**config.mk**
```make
export PLATFORM = sky130hd
export DESIGN_NAME = sb_drain
export DESIGN_NICKNAME = d
export VERILOG_FILES = /design/src/rtl/sb_drain.sv
export SDC_FILE = /design/constraint.sdc
export NUM_CORES = 1
export LEC_CHECK = 0
export CORE_MARGIN = 2
export CORE_UTILIZATION = 64
export CTS_CLUSTER_DIAMETER = 150
export CTS_CLUSTER_SIZE = 28
export DETAILED_ROUTE_END_ITERATION = 8
export DONT_BUFFER_PORTS = 1
export PLACE_DENSITY_LB_ADDON = 0.1
export SYNTH_ARGS = -nofsm -noshare
export SYNTH_HDL_FRONTEND = slang
export SYNTH_SLANG_ARGS = --single-unit
```
**constraint.sdc**
```tcl
create_clock -name clk -period 3.1 [get_ports clk]
set_input_delay 0.465 -clock clk [delete_from_list [all_inputs] [get_ports clk]]
set_output_delay 0.465 -clock clk [all_outputs]
set_load 0.01 [all_outputs]
```
**src/rtl/sb_drain.sv**
```systemverilog
// Store-buffer drain engine: pops {adr, dat, sel} entries and retires each as one bus write.
// Define SB_DRAIN_PREFETCH_EN to add a one-entry hold register for back-to-back writes.
module sb_drain #(
  parameter int ADDR_WIDTH = 32,
  parameter int DATA_WIDTH = 32,
  parameter int SEL_WIDTH  = DATA_WIDTH / 8
) (
  input  logic                                      clk,
  input  logic                                      rst,
  input  logic [ADDR_WIDTH+DATA_WIDTH+SEL_WIDTH-1:0] fifo_rd_data_i,
  input  logic                                      fifo_empty_i,
  output logic                                      fifo_rd_en_o,
  output logic                                      bus_req_o,
  output logic [ADDR_WIDTH-1:0]                     bus_adr_o,
  output logic [DATA_WIDTH-1:0]                     bus_dat_o,
  output logic [SEL_WIDTH-1:0]                      bus_sel_o,
  input  logic                                      bus_ack_i,
  input  logic                                      bus_err_i,
  output logic                                      err_o,
  output logic                                      drained_o
);

  localparam int ENTRY_WIDTH = ADDR_WIDTH + DATA_WIDTH + SEL_WIDTH;

  typedef enum logic [1:0] {IDLE, FETCH, BUS} state_t;

  state_t                 state_reg, state_next;
  logic [ENTRY_WIDTH-1:0] entry_reg, entry_next;
  logic                   req_reg, req_next;
  logic                   err_reg, err_next;
  logic                   rd_en;
  logic                   term;

  assign term = bus_ack_i | bus_err_i;

`ifdef SB_DRAIN_PREFETCH_EN
  // pend_reg: a pop into the hold slot was issued last cycle, so its entry is on fifo_rd_data_i now.
  logic                   hold_valid_reg, hold_valid_next;
  logic                   pend_reg, pend_next;
  logic [ENTRY_WIDTH-1:0] hold_reg, hold_next;
  logic                   avail;

  assign avail = hold_valid_reg | pend_reg;
`endif

  always_comb begin
    state_next = state_reg;
    entry_next = entry_reg;
    err_next   = 1'b0;
    rd_en      = 1'b0;
`ifdef SB_DRAIN_PREFETCH_EN
    hold_valid_next = hold_valid_reg;
    hold_next       = hold_reg;
    pend_next       = 1'b0;
`endif
    case (state_reg)
      IDLE: begin
        if (!fifo_empty_i) begin
          rd_en      = 1'b1;
          state_next = FETCH;
        end
      end
      FETCH: begin
        entry_next = fifo_rd_data_i;
        state_next = BUS;
`ifdef SB_DRAIN_PREFETCH_EN
        if (!fifo_empty_i) begin
          rd_en     = 1'b1;
          pend_next = 1'b1;
        end
`endif
      end
      BUS: begin
        err_next = bus_err_i;
`ifdef SB_DRAIN_PREFETCH_EN
        if (term && avail) begin
          // Back-to-back: next write comes from the hold slot, request stays high.
          entry_next      = hold_valid_reg ? hold_reg : fifo_rd_data_i;
          hold_valid_next = 1'b0;
          if (!fifo_empty_i) begin
            rd_en     = 1'b1;
            pend_next = 1'b1;
          end
        end else if (term) begin
          if (!fifo_empty_i) begin
            rd_en      = 1'b1;
            state_next = FETCH;
          end else begin
            state_next = IDLE;
          end
        end else begin
          if (pend_reg) begin
            hold_next       = fifo_rd_data_i;
            hold_valid_next = 1'b1;
          end else if (!hold_valid_reg && !fifo_empty_i) begin
            rd_en     = 1'b1;
            pend_next = 1'b1;
          end
        end
`else
        if (term) begin
          if (!fifo_empty_i) begin
            rd_en      = 1'b1;
            state_next = FETCH;
          end else begin
            state_next = IDLE;
          end
        end
`endif
      end
      default: state_next = IDLE;
    endcase
    req_next = (state_next == BUS);
    if (rst) begin
      rd_en = 1'b0;
    end
  end

  always_ff @(posedge clk) begin
    if (rst) begin
      state_reg <= IDLE;
      entry_reg <= '0;
      req_reg   <= 1'b0;
      err_reg   <= 1'b0;
`ifdef SB_DRAIN_PREFETCH_EN
      hold_valid_reg <= 1'b0;
      pend_reg       <= 1'b0;
      hold_reg       <= '0;
`endif
    end else begin
      state_reg <= state_next;
      entry_reg <= entry_next;
      req_reg   <= req_next;
      err_reg   <= err_next;
`ifdef SB_DRAIN_PREFETCH_EN
      hold_valid_reg <= hold_valid_next;
      pend_reg       <= pend_next;
      hold_reg       <= hold_next;
`endif
    end
  end

  assign fifo_rd_en_o = rd_en;
  assign bus_req_o    = req_reg;
  assign err_o        = err_reg;
  assign bus_adr_o    = entry_reg[ENTRY_WIDTH-1 -: ADDR_WIDTH];
  assign bus_dat_o    = entry_reg[SEL_WIDTH +: DATA_WIDTH];
  assign bus_sel_o    = entry_reg[SEL_WIDTH-1:0];

`ifdef SB_DRAIN_PREFETCH_EN
  assign drained_o = (state_reg == IDLE) & fifo_empty_i & ~hold_valid_reg;
`else
  assign drained_o = (state_reg == IDLE) & fifo_empty_i;
`endif

endmodule

```
==> summary.md <==
| Metric | Value |
|---|---|
| Status | `complete, no violations` |
| Area of the multi-input gates | `between 900 and 1000 µm²` |
| RSZ-0062 raised after global routing | `false` |
| Max reg flops | `68` |
| Vias in the first global route | `1,758` |
| Setup TNS | `0 ns` |
| Pwr dens | `648.1 nW/µm²` |
| Routed WL | `5.314 mm` |
| Most used flip-flop cell after synthesis | `dfxtp_1` |
| Gates resized, CTS repair | `0` |
| Final min period | `1.925 ns` |
| Fillers | `306` |
| Ranking of synthesized cells by area | `dfxtp_1, nand2_1, a21oi_1, buf_2, buf_6` |
| Via/cell ratio | `roughly 5.5` |
| Row count | `22` |
| Syn-to-layout area delta | `5.073%` |
| Hold Crit Start | `rst` |
| Final nets | `373` |
| Seq. cell area | `1441 µm²` |
| Layout cells sized above 1 | `roughly 4.6%` |
| Critical path peak fanout | `7` |
| Top-area cell type share of the netlist area | `a little under 60%` |
| Worst path top cell family by delay | `compound AO/OA/AOI/OAI gates` |
| Worst path cell trace | `a2111oi_0` |
| Post-CTS Setup Bufs | `0` |
| Clk root buf | `clkbuf_8` |
| MaxCap Viol Count | `0` |
| Worst slew pin tran | `0.8407 ns` |
| IO Port Bufs | `0` |
| Ys async rst share | `0%` |
| R2R Setup Slk | `approximately 1.4 ns` |
| Most frequent cell after synthesis | `nand2_1` |
| CTS Buffer Depth | `2` |
| Synth unique cells | `14` |
| Critical R2R Capture | `entry_reg[29]$_SDFFE_PP0N_` |
| Yosys reg bits | `between 70 and 80` |
| Syn Nets | `384` |
| DRC | `0` |
| Worst Setup End Kind | `output port` |
| DR pass1 iterations | `4` |
| Final Cycle Share | `62.09%` |
| WP buf/inv | `0` |
| Synth Cell Area | `about 2500 µm²` |
| Crit start category | `register` |
| Crit-path slowest cell | `a2111oi_0` |
| Synth area leader | `dfxtp_1` |
| Global-route wire length before repair | `7.831 mm` |
| Chip Width | `66.39 µm` |
| Reg2reg start | `state_reg[0]$_SDFF_PP0_` |
| Mapped Cells | `311` |
| Die Span Y | `66.39 µm` |
| Initial drt markers | `~150` |
| Clk pin slew, worst setup/hold paths | `0.07 ns` |
| Post-synth top cells | `nand2_1, dfxtp_1, a21oi_1` |
| Layout Cells excl Fill | `roughly 350` |
| Final Wtd Congestion | `0.7182` |
| Peak supply drop | `0.0003845 V` |
| Hold crit path type | `input pin to register` |
| Clk_lat worst skew | `0.33 ns` |
| Yosys warns | `0` |
| TritonCTS clock tree | `yes` |
| Core ar. | `~3700 µm²` |
| Slew Viols, Final | `0` |
| All-Layer GR Usage | `24.17%` |
| Final Setup Violations | `0` |
| Max stage delay on crit path | `~0.75 ns` |
| Register area share after synthesis | `57.86%` |
| Hold Crit Depth | `1` |
| Final ANT Viol Nets | `0` |
| Hold-fix buffers, CTS | `0` |
| CP Data Arrival Time | `1.46 ns` |
| Antenna violations before repair | `0` |
| Largest net degree at the start of global routing | `74` |
| CP required | `2.63 ns` |
| CP startpoint | `state_reg[1]$_SDFF_PP0_` |
| # IOs | `145` |
| Worst Clk Skew | `approximately 0.0051 ns` |
| Type of the worst setup path | `register to output port` |
| Number of synthesized flops with an enable pin | `0` |
| Antenna diodes | `0` |
| Syn_area_per_cell | `8.010 µm²` |
| # H-tree levels | `3` |
| Total congestion overflow | `0` |
| Worst reg2reg path depth | `4` |
| Hold slack | `0.1908 ns` |
| Cells after DPL | `337` |
| TritonCTS Buffers | `9` |
| Lkg Pwr | `0.0009051 µW` |
| WHS Endpoint | `entry_reg[31]$_SDFFE_PP0N_` |
| Die ar. | `4408 µm²` |
| Routed WL per cell | `15.10 µm` |
| Rel. slew slack | `42.50%` |
| Starting density of the core | `67.54%` |
| Fmax | `0.5196 GHz` |
| Clock sink count | `72` |
| Hold Vio Cnt, Final | `0` |
| Final HPWL DP | `between 3 and 4 mm` |
| Vias | `1,942` |
-- cell type report --
class	instances	share of cell area, %
Clock buffer	14	5.449
Clock inverter	1	0.1912
Multi-Input combinational cell	215	35.47
Sequential cell	72	55.07
Tap cell	48	2.294
Timing Repair Buffer	2	1.530
-- worst max-delay path by stage --
stage / cells after the start / slack [ns] / endpoint
3_3_place_gp: 2 / 1.38 / fifo_rd_en_o
6_report: 1 / 1.18 / fifo_rd_en_o
5_1_grt: 1 / 1.07 / fifo_rd_en_o
3_5_place_dp: 2 / 1.38 / fifo_rd_en_o
2_1_floorplan: 2 / 1.32 / fifo_rd_en_o
4_1_cts: 1 / 1.16 / fifo_rd_en_o
-- metal layers --
metal  global-route usage [%]  part of all wire [%]  vias up
met1                    26.72                    38      871
li1                         -                     -      971
met3                    13.46                    12        8
met5                        0                     0        -
met2                    38.25                    49       92
met4                    9.949                   1.4        0
-- where the power goes --
part / leakage [µW] / internal (µW) / switching [µW]
Combinational: 0.000244 / 36.2 / 58.8
Sequential: 0.000587 / 969 / 50.2
Clock: 0.0000745 / 286 / 295
Total: 0.000905 / 1290 / 404
-- cells in the final DEF (no fill, tap or decap) --
master / instances
a2111oi_0: 2
buf_12: 2
dfxtp_1: 72
nor2_1: 1
nor3b_1: 1
nand2b_2: 1
clkbuf_1: 5
nor2b_4: 1
a21oi_1: 70
nand3b_1: 1
clkinv_2: 1
nand2_1: 137
nor3_1: 1
clkbuf_8: 9
-- cell families after synthesis --
family / synth area share, %
buffers and inverters: 5.274
AOI/OAI and AO/OA: 14.77
DFF: 57.86
and+or+nand+nor: 22.10
-- metrics by stage --
stage | power [µW] | utilization [%] | setup WS [ns] | instance area, µm²
after floorplan | 1127 | - | 1.316 | 2491
after global placement | 1133 | 66.96 | 1.378 | 2470
after detailed placement | 1138 | 66.96 | 1.381 | 2470
after CTS | 1715 | 70.96 | 1.164 | 2618
after global routing | 1776 | 70.96 | 1.074 | 2618
final | 1696 | 70.96 | 1.175 | 2618
No activity file was read; power rests on OpenSTA's default activity.
